<file path="src/rtl/mat_mul_seq.sv">
// mat_mul_seq: latches an I x J lhs and a J x K rhs, drives one external dot unit per output element.
// Optional job cycle counter: define MAT_MUL_SEQ_CYCLE_CNT_EN.
module mat_mul_seq #(
    parameter int EXP_WIDTH  = 8,
    parameter int MANT_WIDTH = 23,
    parameter int I          = 4,
    parameter int J          = 4,
    parameter int K          = 4,
    parameter int DOT_LAT    = 0,
    localparam int W         = 1 + EXP_WIDTH + MANT_WIDTH
) (
    input  logic             clk,
    input  logic             rst_n,
    input  logic             i_in_valid,
    output logic             o_in_ready,
    input  logic [I*J*W-1:0] i_lhs,
    input  logic [J*K*W-1:0] i_rhs,
    output logic             o_dot_req,
    output logic [J*W-1:0]   o_dot_lhs,
    output logic [J*W-1:0]   o_dot_rhs,
    input  logic [W-1:0]     i_dot_res,
    output logic             o_out_valid,
    input  logic             i_out_ready,
    output logic [I*K*W-1:0] o_out,
    output logic [31:0]      o_cycles
);
    localparam int IW = (I > 1) ? $clog2(I) : 1;
    localparam int KW = (K > 1) ? $clog2(K) : 1;
    localparam logic [IW-1:0] I_LAST = IW'(I - 1);
    localparam logic [KW-1:0] K_LAST = KW'(K - 1);

    typedef enum logic [1:0] {S_IDLE, S_RUN, S_DRAIN, S_DONE} state_t;

    state_t             r_state;
    logic               r_in_ready;
    logic               r_dot_req;
    logic               r_out_valid;
    logic [I*J*W-1:0]   r_lhs;
    logic [J*K*W-1:0]   r_rhs;
    logic [I*K*W-1:0]   r_out;
    logic [IW-1:0]      r_i;
    logic [KW-1:0]      r_k;

    logic               w_issue_last;
    logic               w_ret_valid;
    logic [IW-1:0]      w_ret_i;
    logic [KW-1:0]      w_ret_k;
    logic               w_ret_last;
    logic [J*W-1:0]     w_dot_lhs;
    logic [J*W-1:0]     w_dot_rhs;

    assign w_issue_last = (r_i == I_LAST) && (r_k == K_LAST);
    assign w_ret_last   = w_ret_valid && (w_ret_i == I_LAST) && (w_ret_k == K_LAST);

    // Row r_i of lhs and column r_k of rhs, forced to zero when nothing is issued.
    always_comb begin
        w_dot_lhs = '0;
        w_dot_rhs = '0;
        if (r_dot_req) begin
            for (int r = 0; r < I; r++) begin
                if (r_i == IW'(r)) begin
                    for (int c = 0; c < J; c++) begin
                        w_dot_lhs[c*W +: W] = r_lhs[(r*J + c)*W +: W];
                    end
                end
            end
            for (int c = 0; c < K; c++) begin
                if (r_k == KW'(c)) begin
                    for (int j = 0; j < J; j++) begin
                        w_dot_rhs[j*W +: W] = r_rhs[(j*K + c)*W +: W];
                    end
                end
            end
        end
    end

    // Issue tracker: the entry leaving the pipe names the element dot_res belongs to.
    generate
        if (DOT_LAT == 0) begin : g_no_lat
            assign w_ret_valid = r_dot_req;
            assign w_ret_i     = r_i;
            assign w_ret_k     = r_k;
        end else begin : g_lat
            logic          r_pv [DOT_LAT];
            logic [IW-1:0] r_pi [DOT_LAT];
            logic [KW-1:0] r_pk [DOT_LAT];

            always_ff @(posedge clk or negedge rst_n) begin
                if (!rst_n) begin
                    for (int n = 0; n < DOT_LAT; n++) begin
                        r_pv[n] <= 1'b0;
                        r_pi[n] <= '0;
                        r_pk[n] <= '0;
                    end
                end else begin
                    r_pv[0] <= r_dot_req;
                    r_pi[0] <= r_i;
                    r_pk[0] <= r_k;
                    for (int n = 1; n < DOT_LAT; n++) begin
                        r_pv[n] <= r_pv[n-1];
                        r_pi[n] <= r_pi[n-1];
                        r_pk[n] <= r_pk[n-1];
                    end
                end
            end

            assign w_ret_valid = r_pv[DOT_LAT-1];
            assign w_ret_i     = r_pi[DOT_LAT-1];
            assign w_ret_k     = r_pk[DOT_LAT-1];
        end
    endgenerate

    always_ff @(posedge clk or negedge rst_n) begin
        if (!rst_n) begin
            r_state     <= S_IDLE;
            r_in_ready  <= 1'b1;
            r_dot_req   <= 1'b0;
            r_out_valid <= 1'b0;
            r_lhs       <= '0;
            r_rhs       <= '0;
            r_out       <= '0;
            r_i         <= '0;
            r_k         <= '0;
        end else begin
            if (w_ret_valid) begin
                for (int r = 0; r < I; r++) begin
                    for (int c = 0; c < K; c++) begin
                        if (w_ret_i == IW'(r) && w_ret_k == KW'(c)) begin
                            r_out[(r*K + c)*W +: W] <= i_dot_res;
                        end
                    end
                end
            end

            case (r_state)
                S_IDLE: begin
                    if (i_in_valid) begin
                        r_lhs      <= i_lhs;
                        r_rhs      <= i_rhs;
                        r_i        <= '0;
                        r_k        <= '0;
                        r_in_ready <= 1'b0;
                        r_dot_req  <= 1'b1;
                        r_state    <= S_RUN;
                    end
                end
                S_RUN: begin
                    if (r_k == K_LAST) begin
                        r_k <= '0;
                        r_i <= (r_i == I_LAST) ? '0 : r_i + IW'(1);
                    end else begin
                        r_k <= r_k + KW'(1);
                    end
                    if (w_issue_last) begin
                        r_dot_req <= 1'b0;
                        if (DOT_LAT == 0) begin
                            r_out_valid <= 1'b1;
                            r_state     <= S_DONE;
                        end else begin
                            r_state     <= S_DRAIN;
                        end
                    end
                end
                S_DRAIN: begin
                    if (w_ret_last) begin
                        r_out_valid <= 1'b1;
                        r_state     <= S_DONE;
                    end
                end
                S_DONE: begin
                    if (i_out_ready) begin
                        r_out_valid <= 1'b0;
                        r_in_ready  <= 1'b1;
                        r_state     <= S_IDLE;
                    end
                end
                default: r_state <= S_IDLE;
            endcase
        end
    end

`ifdef MAT_MUL_SEQ_CYCLE_CNT_EN
    // Starts at 1 in the first RUN cycle, frozen once the product is complete.
    logic [31:0] r_cycles;

    always_ff @(posedge clk or negedge rst_n) begin
        if (!rst_n) begin
            r_cycles <= '0;
        end else if (r_state == S_IDLE && i_in_valid) begin
            r_cycles <= 32'd1;
        end else if (r_state == S_RUN || r_state == S_DRAIN) begin
            r_cycles <= r_cycles + 32'd1;
        end
    end

    assign o_cycles = r_cycles;
`else
    assign o_cycles = '0;
`endif

    assign o_in_ready  = r_in_ready;
    assign o_dot_req   = r_dot_req;
    assign o_dot_lhs   = w_dot_lhs;
    assign o_dot_rhs   = w_dot_rhs;
    assign o_out_valid = r_out_valid;
    assign o_out       = r_out;

endmodule

</file>
<file path="config.mk">
export PLATFORM = sky130hd
export DESIGN_NAME = mat_mul_seq
export DESIGN_NICKNAME = d
export VERILOG_FILES = /design/src/rtl/mat_mul_seq.sv
export SDC_FILE = /design/constraint.sdc
export NUM_CORES = 2
export LEC_CHECK = 0
export ABC_AREA = 1
export CORE_AREA = 2 2 724 726
export DETAILED_ROUTE_END_ITERATION = 7
export DIE_AREA = 0 0 726 728
export SYNTH_ARGS = -nofsm -noshare
export SYNTH_HDL_FRONTEND = slang
export SYNTH_SLANG_ARGS = --single-unit
export TNS_END_PERCENT = 50
</file>
<file path="constraint.sdc">
create_clock -name clk -period 3.6 [get_ports clk]
set_input_delay 0.54 -clock clk [delete_from_list [all_inputs] [get_ports clk]]
set_output_delay 0.54 -clock clk [all_outputs]
set_load 0.01 [all_outputs]
</file>
# Word level (Yosys, flattened, before mapping)
# Cells that the tools add are included.
totals:
  register_bits: 1545
  inputBits: 1060
  output_inout_bits: 803
  word_cells: 118
classes:
  n_addsub: 2
  n_eq_ne: 14
  n_mux: 31
  reduce_logical: 47
op_table:
  columns: ["op", "n"]
  rows:
  - ["128-bit two-way mux", 10]
  - ["2-bit AND reduction", 18]
  - ["1-bit logical AND", 18]
  - ["2-bit two-way mux", 8]
  - ["2-bit == test (second input constant)", 6]
  - ["2-bit != test (second input constant)", 5]
  - ["3-bit AND reduction", 3]
  - ["2-bit one-hot mux with 2 select lines", 2]
  - ["2-bit one-hot mux with 4 select lines", 1]
  - ["4-bit AND reduction", 2]
  - ["1-bit two-way mux", 7]
  - ["2-bit by 1-bit == test with 1-bit output (second input constant)", 3]
  - ["2-bit logical NOT", 3]
  - ["2-bit by 1-bit adder with 2-bit output (second input constant)", 2]
  - ["1-bit one-hot mux with 2 select lines", 2]
  - ["2-bit nonzero test", 2]
  - ["1-bit one-hot mux with 3 select lines", 1]
  - ["3-bit nonzero test", 1]

# Logic depth before layout (Yosys ltp)
logic_depth:
  word_depth: 6
  ltp_mapped: 9
  ltp_nobuf: 8

# Worst setup path after synthesis
# No wires, ideal clock.
synth_path:
  path_kind: "register -> output"
  start: "reg r_i[1]"
  end: "out o_dot_lhs[115]"
  arrival_ns: 1.675
  required_ns: 3.060
  path_slack_ns: 1.385
  stages_incl_launch_ff: 9
  n_path_buf: 3
  cell_sequence: "dfrtp_1 > inv_1 > ha_1 > buf_2 > inv_2 > buf_2 > clkbuf_1 > o211ai_1 > a21oi_1"
synth_between:
  elab_chain_len: 6
  elab_cells_between_ends: 9
  cone_classes: "3 x eq/ne; 5 x mux; 1 x reduce/logical"
synth_rtl:
  columns: ["item", "line", "text"]
  rows:
  - ["start, declared", "41", "logic [IW-1:0] r_i;"]
  - ["start signal, assigned", "150", "r_i <= (r_i == I_LAST) ? '0 : r_i + IW'(1);"]
  - ["2-bit logical NOT", "61", "if (r_i == IW'(r)) begin"]
  - ["128-bit two-way mux (3 in a row)", "61", null]
  - ["128-bit two-way mux (*)", "61", null]
  - ["128-bit two-way mux (*)", "59", "if (r_dot_req) begin"]
  - ["end, declared", "19", "output logic [J*W-1:0] o_dot_lhs,"]
# Mark *: on every way between the ends. The rest lies on a longest branch, timed or not.

# Final worst setup path
layout_path:
  start: "reg r_i[0]"
  end: "out o_dot_lhs[55]"
# Same word-level chain as after synthesis.

==> out/qor.yml <==
regToRegSetupSlack_ps: 770
grt-ovfl-total: 0
final_nets: 8856
p_int_mw: 61.0
ir_drop_uv: 423
dpl.hpwl_um: 330000
wl_per_cell_um: 29.3
ys_warn_count: 0
worst_r2r_startpoint: "r_k[0]"
cp_num_cells: 8
avgSynthCellArea_sq_um: 11.4
die_h_um: 728
cp_slowest_cell: "o211ai_1"
worst-path-buf-inv: 5
path_clk_slew_ps: 80
root_buffer: "clkbuf_16"
firstDrtPassIters: 6
io_pins: 1863
min_period_ps: 3670
cpPeakStageDelay_ps: 620
antenna_found_initial: 185
hold_violations: 0
io_buffers: 1830
period_share: 1.02
start_util: 0.126
cp_cell_sequence: "inv_4 -> ha_4 -> inv_12 -> buf_16 -> buf_8 -> o211ai_1 -> nand2_1 -> buf_12"
grtUsageTotal: 0.157
start_kind: "flip-flop"
fillers: 56600
p_clk_frac: 0.211
max_freq_mhz: 273
slew_headroom: 0.238
ys_seq_elements: 1545
status: "complete, but fails checks"
numCtsBuffers: 197
whs_ps: 230
cts_buffer_depth: 4
p_seq_frac: 0.314
syn_inst: 5759
vias: 56600
viasPerCell: 3.79
power_density_mw_per_mm2: 951
crit_fanout: 8
grt_max_degree: 105
cts.sinks: 1545
yosys.cell_types.count: 23
regToRegEndpoint: "o_out[399]"
rows: 265
place_congestion: 0.961
endpoint: "o_dot_lhs[55]"
cts_tree: "yes"
violations: "negative setup slack"
min_path_type: "primary input to flip-flop"
wl_um: 438000
path_delay_family: "buffers and inverters"
grt_pass1_vias: 55700
rsz0062_at_grt: "true"
setup.worst_path.end_class: "primary output"
pwr-share-comb: 0.475
worst_slew_pin_slew_ps: 1140
worstRegToRegCells: 10
ant_nets: 0
fin_util: 0.205
netSwitchingFraction: 0.398
setup_viol: 5
fp.dieW_um: 726
stdcell_area_sq_mm: 0.107
h-tree-depth: 4
fin_worst_skew_ps: 110
setup_ws_ps: -68.3
placed_area_sq_mm: 0.0947
syn_area_sq_mm: 0.0654
drtIter0Drc: 5044
switching_power_mw: 40.3
dpl_worst_slack_ps: -15.4
p_leak_nw: 44.1
area_growth_pct: 63.0
cp.required_ps: 3060
yosysSeqAreaShare: 0.591
crit_path_start: "r_i[0]"
grt_pass1_wl_um: 558000
clkLatencyLatePin_ps: 940
dieArea_sq_mm: 0.529
slew_violations: 0
drc: 0
core_area_sq_mm: 0.520
maxCapViolCount: 0
cp_data_arrival_time_ps: 3130
layout_commonest_cell: "clkdlybuf4s50_1"
setup.worst_path.class: "flip-flop to primary output"
tns_ps: -201
layout_common_cells: "clkdlybuf4s50_1, dfrtp_1, nand2_1, mux2_2, o21ai_0"
layout-drive-gt1-share: 0.265
-- cell type report --
cell class | count | area [sq um] | share of cell area
flip-flops and latches | 1545 | 38700 | 0.363
repair inverters | 7 | 96.3 | 0.000904
clock inverters | 95 | 1250 | 0.0117
clock buffers | 264 | 5600 | 0.0526
diodes | 71 | 178 | 0.00167
repair buffers | 2285 | 26100 | 0.245
well taps | 6942 | 8690 | 0.0815
multi-input cells | 3687 | 25700 | 0.241
inverters | 57 | 329 | 0.00309
-- power groups by stage --
stage                     Clock, mW  Combinational, mW  Sequential, mW
after CTS                      22.1               47.6            31.6
after global placement            0               42.1            31.6
after detailed placement          0               42.3            31.7
after global routing           22.7               51.3            32.5
final                          21.4               48.2            31.8
after floorplan                   0               17.4            30.2
-- synth_stat cells --
| cell | number | area (sq um) |
|---|---|---|
| o21ai_0 | 735 | 3680 |
| inv_1 | 55 | 206 |
| o211ai_1 | 258 | 1940 |
| buf_1 | 14 | 52.6 |
| buf_6 | 22 | 248 |
| ha_1 | 16 | 200 |
| dfstp_2 | 1 | 26.3 |
| buf_4 | 33 | 248 |
| clkbuf_1 | 273 | 1020 |
| nand3_2 | 10 | 100 |
| inv_2 | 2 | 7.51 |
| o21bai_1 | 1 | 7.51 |
| conb_1 | 1 | 3.75 |
| nor2_1 | 1 | 3.75 |
| nand2_1 | 1085 | 4070 |
| nand3_1 | 49 | 245 |
| buf_2 | 159 | 796 |
| dfrtp_1 | 1544 | 38600 |
| nand2_2 | 1 | 6.26 |
| nand4_1 | 4 | 25.0 |
| mux2_1 | 200 | 2250 |
| a21oi_1 | 471 | 2360 |
| mux2_2 | 824 | 9280 |
-- flip-flops by register name, summed over array words and instances (netlist names) --
register / cells
o_dot_req: 1
o_in_ready: 1
o_out: 512
o_out_valid: 1
r_i: 2
r_k: 2
r_lhs: 512
r_rhs: 512
r_state: 2
-- worst min-delay path by stage --
stage                     from  slack (ps)    endpoint  cells past startpoint
global route        i_rhs[169]         160  r_rhs[169]                      2
finish              i_rhs[169]         230  r_rhs[169]                      2
CTS                 i_rhs[169]          90  r_rhs[169]                      2
detailed placement  o_out[353]         470  o_out[353]                      2
global placement    o_out[357]         470  o_out[357]                      2
floorplan                rst_n         240   o_dot_req                      0
-- per-stage QoR --
| stage | std cells | total power, mW |
|---|---|---|
| 4_1_cts | 14800 | 101 |
| 6_report | 15000 | 101 |
| 3_5_place_dp | 14300 | 74.0 |
| 5_1_grt | 14900 | 107 |
| 3_3_place_gp | 14300 | 73.8 |
| 2_1_floorplan | 5790 | 47.6 |
-- logic make-up after synthesis --
family,count (synthesis),synth area share
AO/OA/AOI/OAI,1465,0.122
multiplexers,1024,0.176
buffers and inverters,558,0.0395
adder cells (fa/ha/maj),16,0.00306
flip-flops,1545,0.591
other,1,0.0000573
AND/OR/NAND/NOR,1150,0.0681
-- timing repair --
item / 4_1_cts / 5_1_grt
hold endpoints to repair: 19 / 0
setup buffers: 102 / 66
gates resized for setup: 483 / 214
gates cloned: 41 / 12
pin swaps: 100 / 91
setup endpoints to repair: 251 / 157
hold buffers: 1 / 0
-- layer usage --
metal	track usage	up-vias	part of all wire
met5	0	-	0.0012
met4	0.0689	80	0.050
met3	0.0470	717	0.084
met2	0.257	2742	0.47
met1	0.190	29000	0.40
li1	-	24100	-
(Power assumes the default switching activity.)
